### src/rtl/hdmi_timing_pkg.sv
// Shared 640x480@60 raster constants, total-size helpers and the TMDS control-bit layout
// used by the timing controller and its alignment pipe.
package hdmi_timing_pkg;

   localparam int DEF_H_ACTIVE = 640;
   localparam int DEF_H_FP     = 16;
   localparam int DEF_H_SYNC   = 96;
   localparam int DEF_H_BP     = 48;
   localparam int DEF_V_ACTIVE = 480;
   localparam int DEF_V_FP     = 10;
   localparam int DEF_V_SYNC   = 2;
   localparam int DEF_V_BP     = 33;

   // Bit positions of the sync flags inside the encoder i_ctrl pair
   localparam int CTRL_HS = 0;
   localparam int CTRL_VS = 1;

   // Payload carried down the alignment pipe; vs/hs sit at CTRL_VS/CTRL_HS
   typedef struct packed {
      logic de;
      logic vs;
      logic hs;
   } tmds_ctrl_t;

   function automatic int h_total(int active, int fp, int sync, int bp);
      return active + fp + sync + bp;
   endfunction

   function automatic int v_total(int active, int fp, int sync, int bp);
      return active + fp + sync + bp;
   endfunction

endpackage

### src/rtl/sync_delay_line.sv
// Fixed-depth shift register that lines the DE/sync controls up with the fetched pixel.
// Reset loads every stage with RST_VAL so the encoders see blanking until real data arrives.
module sync_delay_line #(
   parameter int               WIDTH   = 3,
   parameter int               DEPTH   = 2,
   parameter logic [WIDTH-1:0] RST_VAL = '0
) (
   input  logic             clk_i,
   input  logic             rst_i,
   input  logic [WIDTH-1:0] d_i,
   output logic [WIDTH-1:0] q_o
);

   logic [WIDTH-1:0] stage_q [DEPTH];

   always_ff @(posedge clk_i) begin
      if (rst_i) begin
         for (int i = 0; i < DEPTH; i++) begin
            stage_q[i] <= RST_VAL;
         end
      end else begin
         stage_q[0] <= d_i;
         for (int i = 1; i < DEPTH; i++) begin
            stage_q[i] <= stage_q[i-1];
         end
      end
   end

   assign q_o = stage_q[DEPTH-1];

endmodule

### src/rtl/video_timing_ctrl.sv
// Raster timing controller: walks the pixel grid, requests active pixels and drives DE/sync
// to the TMDS encoders, delayed so they line up with the pixel source's read latency.
module video_timing_ctrl
   import hdmi_timing_pkg::*;
#(
   parameter int   H_ACTIVE    = DEF_H_ACTIVE,
   parameter int   H_FP        = DEF_H_FP,
   parameter int   H_SYNC      = DEF_H_SYNC,
   parameter int   H_BP        = DEF_H_BP,
   parameter int   V_ACTIVE    = DEF_V_ACTIVE,
   parameter int   V_FP        = DEF_V_FP,
   parameter int   V_SYNC      = DEF_V_SYNC,
   parameter int   V_BP        = DEF_V_BP,
   parameter logic HS_POL      = 1'b0,
   parameter logic VS_POL      = 1'b0,
   parameter int   PIX_LATENCY = 2
) (
   input  logic        i_pixclk,
   input  logic        i_rst,
   input  logic        i_en,
   output logic [11:0] o_x,
   output logic [11:0] o_y,
   output logic        o_req,
   output logic        o_line_start,
   output logic        o_frame_start,
   output logic        o_de,
   output logic [1:0]  o_ctrl
);

   localparam logic [11:0] H_TOTAL_C  = 12'(h_total(H_ACTIVE, H_FP, H_SYNC, H_BP));
   localparam logic [11:0] V_TOTAL_C  = 12'(v_total(V_ACTIVE, V_FP, V_SYNC, V_BP));
   localparam logic [11:0] H_ACT_C    = 12'(H_ACTIVE);
   localparam logic [11:0] V_ACT_C    = 12'(V_ACTIVE);
   localparam logic [11:0] HS_START_C = 12'(H_ACTIVE + H_FP);
   localparam logic [11:0] HS_END_C   = 12'(H_ACTIVE + H_FP + H_SYNC);
   localparam logic [11:0] VS_START_C = 12'(V_ACTIVE + V_FP);
   localparam logic [11:0] VS_END_C   = 12'(V_ACTIVE + V_FP + V_SYNC);

   localparam tmds_ctrl_t BLANK_C = '{de: 1'b0, vs: ~VS_POL, hs: ~HS_POL};

   // h_q/v_q hold the position that the next enabled edge will present on o_x/o_y
   logic [11:0] h_q, h_d;
   logic [11:0] v_q, v_d;
   logic [11:0] x_q, x_d;
   logic [11:0] y_q, y_d;
   logic        req_q, req_d;
   logic        line_start_q, line_start_d;
   logic        frame_start_q, frame_start_d;
   tmds_ctrl_t  pix_ctrl_q, pix_ctrl_d;
   tmds_ctrl_t  dly_ctrl;

   logic in_active;
   logic hs_on;
   logic vs_on;

   always_comb begin
      h_d = h_q;
      v_d = v_q;
      if (!i_en) begin
         h_d = '0;
         v_d = '0;
      end else if (h_q == H_TOTAL_C - 12'd1) begin
         h_d = '0;
         v_d = (v_q == V_TOTAL_C - 12'd1) ? 12'd0 : v_q + 12'd1;
      end else begin
         h_d = h_q + 12'd1;
      end
   end

   assign in_active = (h_q < H_ACT_C) && (v_q < V_ACT_C);
   assign hs_on     = (h_q >= HS_START_C) && (h_q < HS_END_C);
   assign vs_on     = (v_q >= VS_START_C) && (v_q < VS_END_C);

   // Disabled cycles present a blank (0,0) so a restart can never resume mid-line
   always_comb begin
      x_d           = '0;
      y_d           = '0;
      req_d         = 1'b0;
      line_start_d  = 1'b0;
      frame_start_d = 1'b0;
      pix_ctrl_d    = BLANK_C;
      if (i_en) begin
         x_d           = h_q;
         y_d           = v_q;
         req_d         = in_active;
         line_start_d  = (h_q == 12'd0);
         frame_start_d = (h_q == 12'd0) && (v_q == 12'd0);
         pix_ctrl_d    = '{de: in_active,
                           vs: vs_on ? VS_POL : ~VS_POL,
                           hs: hs_on ? HS_POL : ~HS_POL};
      end
   end

   always_ff @(posedge i_pixclk) begin
      if (i_rst) begin
         h_q           <= '0;
         v_q           <= '0;
         x_q           <= '0;
         y_q           <= '0;
         req_q         <= 1'b0;
         line_start_q  <= 1'b0;
         frame_start_q <= 1'b0;
         pix_ctrl_q    <= BLANK_C;
      end else begin
         h_q           <= h_d;
         v_q           <= v_d;
         x_q           <= x_d;
         y_q           <= y_d;
         req_q         <= req_d;
         line_start_q  <= line_start_d;
         frame_start_q <= frame_start_d;
         pix_ctrl_q    <= pix_ctrl_d;
      end
   end

   // Zero latency means the pixel source answers in the request cycle: no pipe at all
   if (PIX_LATENCY == 0) begin : g_no_delay
      assign dly_ctrl = pix_ctrl_q;
   end else begin : g_delay
      sync_delay_line #(
         .WIDTH   ($bits(tmds_ctrl_t)),
         .DEPTH   (PIX_LATENCY),
         .RST_VAL (BLANK_C)
      ) u_align (
         .clk_i (i_pixclk),
         .rst_i (i_rst),
         .d_i   (pix_ctrl_q),
         .q_o   (dly_ctrl)
      );
   end

   assign o_x               = x_q;
   assign o_y               = y_q;
   assign o_req             = req_q;
   assign o_line_start      = line_start_q;
   assign o_frame_start     = frame_start_q;
   assign o_de              = dly_ctrl.de;
   assign o_ctrl[CTRL_VS]   = dly_ctrl.vs;
   assign o_ctrl[CTRL_HS]   = dly_ctrl.hs;

endmodule

### config.mk
export PLATFORM = sky130hd
export DESIGN_NAME = video_timing_ctrl
export DESIGN_NICKNAME = d
export VERILOG_FILES = /design/src/rtl/hdmi_timing_pkg.sv /design/src/rtl/sync_delay_line.sv /design/src/rtl/video_timing_ctrl.sv
export SDC_FILE = /design/constraint.sdc
export NUM_CORES = 1
export LEC_CHECK = 0
export ABC_AREA = 0
export BUFFER_PORTS_ARGS = -buffer_cell sky130_fd_sc_hd__buf_2
export CAP_MARGIN = 25
export CORE_ASPECT_RATIO = 0.7
export CORE_MARGIN = 10
export CORE_UTILIZATION = 59
export DETAILED_ROUTE_END_ITERATION = 7
export PLACE_DENSITY = 0.79
export RECOVER_POWER = 50
export SLEW_MARGIN = 25
export SYNTH_ARGS = -nofsm -noshare
export SYNTH_HDL_FRONTEND = slang
export SYNTH_SLANG_ARGS = --single-unit
### constraint.sdc
create_clock -name i_pixclk -period 4.33 [get_ports i_pixclk]
set_input_delay 0.2165 -clock i_pixclk [delete_from_list [all_inputs] [get_ports i_pixclk]]
set_output_delay 0.2165 -clock i_pixclk [all_outputs]
set_load 0.1 [all_outputs]
# Word-level counts from Yosys, hierarchy flattened
# Memories as Yosys holds them, arrays and structs flattened.
# Cells that the tools add are included.
totals:
  out_inout_bits: 30
  ff_bits: 53
  elab_cells: 39
  latchBits: 0
  input_bits: 3
  mem_bits_rw: 6
  memories: 1
  rom_bits: 0
memory_table:
  columns: ["memory", "depth", "width", "rd", "rd_clocked_by_memory_dff", "wr", "line", "source"]
  rows:
  - ["g_delay.u_align.stage_q", 2, 3, 2, 0, 2, "sync_delay_line.sv:14", "logic [WIDTH-1:0] stage_q [DEPTH];"]
op_classes:
  mux: 8
  n_mul: 0
  reduce_logical: 8
  n_bitwise: 3
  add_sub_neg: 2
  n_div: 0
  shifts: 0
  n_lt_le_gt_ge: 6
  n_eq_ne: 2
op_table:
  columns: ["operator", "count"]
  rows:
  - ["12-bit by 1-bit adder with 12-bit output (second input constant)", 2]
  - ["12-bit by 10-bit equality test with 1-bit output (second input constant)", 2]
  - ["12-bit zero test", 2]
  - ["12-bit by 10-bit less-than comparator with 1-bit output (second input constant)", 2]
  - ["12-bit by 9-bit less-than comparator with 1-bit output (second input constant)", 2]
  - ["12-bit by 10-bit >= comparator with 1-bit output (second input constant)", 1]
  - ["12-bit by 9-bit >= comparator with 1-bit output (second input constant)", 1]
  - ["12-bit 2-to-1 mux", 1]
  - ["3-bit 2-to-1 mux", 2]
  - ["1-bit 2-to-1 mux", 5]
  - ["1-bit logical AND", 4]
  - ["3-bit OR reduction", 1]
  - ["1-bit bitwise OR", 2]
  - ["2-bit OR reduction", 1]
  - ["1-bit NOT", 1]

# Depth between registers and ports, before layout
logic_depth:
  ltp_word: 3
  depth_mapped: 8
  depth_no_buf: 6

# Modules after synthesis
# Synthesis repeated with hierarchy kept, for this count alone.
unflattened:
  hier_cells: 235
  area_unflattened_um2: 2182.1
modules_own_cells:
  columns: ["mod", "area_each_um2", "n_inst", "cells_per_inst", "seq_area_each_um2"]
  rows:
  - ["video_timing_ctrl", 2001.9, 1, 220, 1061.0]
  - ["sync_delay_line", 180.2, 1, 15, 120.1]

# Worst setup path after synthesis
# OpenSTA, ideal clock, no wires.
synth_path:
  path_kind: "flip-flop to flip-flop"
  start: "reg h_q[5]"
  end: "reg v_q[11]"
  slack_ns: 2.226
  period_less_slack_ns: 2.104
  arrival_time_ns: 2.034
  path_stages_with_launch: 7
  setup_ns: 0.070
  cell_sequence: "dfxtp_1 -> buf_6 -> or4_1 -> or4_1 -> buf_2 -> or4_1 -> a21oi_1"
synth_between:
  elab_chain_len: 1
synth_rtl:
  columns: ["item", "line", "source"]
  rows:
  - ["from (decl)", "video_timing_ctrl.sv:42", "logic [11:0] h_q, h_d;"]
  - ["from (signal assigned)", "video_timing_ctrl.sv:96", "h_q <= '0;"]
  - ["from (signal assigned)", "video_timing_ctrl.sv:105", "h_q <= h_d;"]
  - ["12-bit by 10-bit equality test with 1-bit output", "video_timing_ctrl.sv:62", "end else if (h_q == H_TOTAL_C - 12'd1) begin"]
  - ["to (signal assigned)", "video_timing_ctrl.sv:106", "v_q <= v_d;"]
  - ["to (decl)", "video_timing_ctrl.sv:43", "logic [11:0] v_q, v_d;"]
# Every way passes these cells.
# A chain may end at the register's enable or synchronous reset.

# Final worst setup path
layout_path:
  start: "reg h_q[0]"
  end: "reg v_q[11]"
# The elaborated chain is that of the path after synthesis.

==> flow_summary.json <==
{
  "total_power_mw": 1.057,
  "resized_after_cts": 0,
  "drt.antenna.violating_nets": 0,
  "vias_per_cell": 5.187,
  "slew_headroom_pct": 22.00,
  "avg_inst_size_synth_um2": 9.587,
  "timing.critical_path.slowest_stage_cell": "or4_1",
  "tritoncts_num_sinks": 59,
  "cts_hold_buffers": 0,
  "design.final.nets": 267,
  "tritoncts.num_buffers": 9,
  "r2r-end": "v_q[11]",
  "timing.critical_path.slowest_cell_delay_ps": 930,
  "min_delay_path_depth": 2,
  "clock-skew-final_ps": 6.134,
  "crit_path_start": "h_q[0]",
  "post_route_clock_period_utilization_pct": 60.81,
  "synth.yosys.seq_area_share_pct": 53.33,
  "area_grow_syn2layout_pct": 13.22,
  "wl_mm": 4.240,
  "detailedRoute.firstIterationViolations": 160,
  "synth_top_area_share_pct": 53.33,
  "post-cts-setup-buffers": 0,
  "timing.max_cap.violations": 0,
  "power.internal_mw": 0.8297,
  "syn-cell-area_um2": 2215,
  "postSynthRegisterBits": 59,
  "cts_tree": "yes",
  "timing.hold.worst.start": "i_rst",
  "criticalPathCategory": "flip-flop to flip-flop",
  "worst_pin_slew_ps": 1175,
  "post-synth-top-count-cell": "dfxtp_1",
  "width_of_the_chip_um": 93.23,
  "timing.reg2reg.setup_slack_ps": 1700,
  "report.final.hold_viol_count": 0,
  "placeableCoreArea_um2": 3558,
  "grt_pass1_wl_mm": 7.272,
  "clockRootBuffer": "clkbuf_8",
  "antenna_found_initial": 0,
  "grt_overflow_total": 0,
  "ir_drop_mv": 0.3606,
  "setup_tns_ps": 0,
  "rsz0062_at_grt": "false",
  "timing.hold.worst.class": "input pin to flip-flop",
  "clk_transition_reported_paths_ps": 60,
  "power_share_of_the_sequential_group_pct": 51.8,
  "path_max_fanout": 26,
  "drc": 0,
  "final_layout_size_suffix_gt1_share_pct": 15.85,
  "io_buffer_count": 32,
  "route.vias.total": 1634,
  "timing_max_transition_violations_final": 0,
  "run_status": "complete, no violations",
  "gp_congestion": 0.8468,
  "netlist_instances": 231,
  "cp.depth": 5,
  "hold_path_end": "g_delay.u_align.stage_q[0][5]",
  "post_synth_most_frequent_cells": "dfxtp_1, nor2_1, and2_1",
  "cp_cell_sequence": "ha_1 > nand4_1 > or4_1 > or4_1 > a21oi_1",
  "groute.usage.overall_pct": 14.03,
  "maximum_number_of_pins_on_one_net_before_global_route_repair": 27,
  "die_area_um2": 6643,
  "half_perimeter_wire_length_after_detailed_placement_mm": 2.946,
  "endpoint_arrival_time_on_the_critical_path_ps": 2890,
  "worst-path-buf-inv": 0,
  "critical_path.reg2reg.startpoint": "h_q[0]",
  "final_period_minus_worst_setup_slack_ps": 2633,
  "critical-path-top-delay-family": "simple AND/OR/NAND/NOR gates",
  "n_antenna_cell": 0,
  "mappedNetlistNets": 238,
  "floorplan.die.height_um": 71.26,
  "clock.fmax_ghz": 0.3798,
  "synth.top_cells.by_area": "dfxtp_1, and2_1, nor2_1, xnor2_1, nand3_1",
  "synth.yosys.warnings": 0,
  "synth_flop_cell": "dfxtp_1",
  "post_synth_num_cell_types": 32,
  "num_io_pins": 33,
  "clk-insertion-delay-late_ps": 330,
  "synth_edf_count": 0,
  "cts.path.max_buffers": 2,
  "routedWlPerCell_um": 13.46,
  "crit_path_frequent_cell": "or4_1",
  "multiInputGateArea_um2": 892.1,
  "floorplan.initialDensity_pct": 62.24,
  "async_flop_share_pct": 0,
  "first_global_vias": 1538,
  "setup_violations": 0,
  "core.rowCount": 18,
  "drt_pass1_iterations": 4,
  "portion_of_total_power_attributed_to_combinational_logic_pct": 3.2,
  "power.share.switching_pct": 21.54,
  "seq_area_um2": 1181,
  "worst_setup_path_start_kind": "flip-flop",
  "critPathRequiredTime_ps": 4590,
  "power.net_switching_mw": 0.2278,
  "critPathCaptureType": "flip-flop",
  "powerDensity_nw_per_um2": 421.7,
  "clock_power_share_pct": 45.0,
  "cell_accounting_for_the_most_synthesized_area": "dfxtp_1",
  "rr_worst_depth": 5,
  "ctsHtreeMaxLevel": 3,
  "final.fill_count": 291,
  "power_leakage_nw": 0.9286
}
==> routing by layer <==
| metal | track usage (%) | wire length, µm | up-vias | part of all wire [%] |
|---|---|---|---|---|
| met5 | 0 | 0 | - | 0 |
| met4 | 5.290 | 38 | 0 | 0.90 |
| met3 | 9.886 | 414 | 7 | 9.8 |
| met2 | 17.95 | 1718 | 58 | 41 |
| met1 | 17.67 | 2068 | 731 | 49 |
| li1 | - | - | 838 | - |
==> state kept, by name (all words and copies together) (netlist names) <==
signal / count
g_delay.u_align.stage_q: 6
h_q: 12
o_frame_start: 1
o_line_start: 1
o_x: 12
o_y: 12
pix_ctrl_q: 3
v_q: 12
==> logic make-up (layout without fill, tap and decap cells) <==
| kind of cell | Yosys count | after routing | share of synthesized area, % |
|---|---|---|---|
| buf+inv | 22 | 56 | 6.384 |
| xor+xnor | 11 | 11 | 4.351 |
| flops | 59 | 59 | 53.33 |
| compound gates | 24 | 24 | 6.158 |
| fa+ha+maj | 4 | 4 | 2.260 |
| simple gates | 111 | 111 | 27.51 |
==> power by group through the flow <==
stage | clock network (mW) | logic, mW | registers [mW]
floorplan | 0 | 0.0101 | 0.576
global placement | 0 | 0.0348 | 0.560
detailed placement | 0 | 0.0346 | 0.560
CTS | 0.494 | 0.0346 | 0.548
global route | 0.521 | 0.0361 | 0.548
finish | 0.476 | 0.0336 | 0.548
==> placed cells by master (no fill, tap or decap), drive strengths merged, types with 4 or more instances in the layout <==
cell / instances
a21oi: 10
nor2: 24
nor2b: 4
nand3: 11
o31ai: 5
ha: 4
nor4: 4
or4: 7
nor3: 5
clkbuf: 22
inv: 7
and2: 20
buf: 22
or2: 4
nand2: 11
o21ai: 9
or3: 5
nand4: 7
xnor2: 9
dfxtp: 59
==> area by class of cell <==
class,count,share of cell area (%)
flip-flops and latches,59,47.11
well taps,50,2.495
multi-input cells,150,35.58
repair buffers,33,6.038
clock inverters,5,2.096
clock buffers,11,5.639
inverters,7,1.048
==> worst max path at each step <==
stage | endpoint | slack [ps]
finish | v_q[11] | 1700
detailed placement | v_q[11] | 1740
floorplan | v_q[11] | 2230
global placement | v_q[10] | 1870
CTS | v_q[11] | 1730
global route | v_q[11] | 1540
==> through the flow <==
stage | cells | utilization (%) | area, µm² | hold slack, ps | setup WS (ps)
after CTS | 315 | 70.92 | 2524 | 131.6 | 1727
after global routing | 315 | 70.46 | 2507 | 241.2 | 1538
after global placement | 299 | 65.47 | 2330 | 390.4 | 1867
after floorplan | 231 | - | 2215 | 288.1 | 2226
final | 315 | 70.46 | 2507 | 243.4 | 1697
after detailed placement | 299 | 65.47 | 2330 | 393.7 | 1744
(Power assumes the default switching activity.)
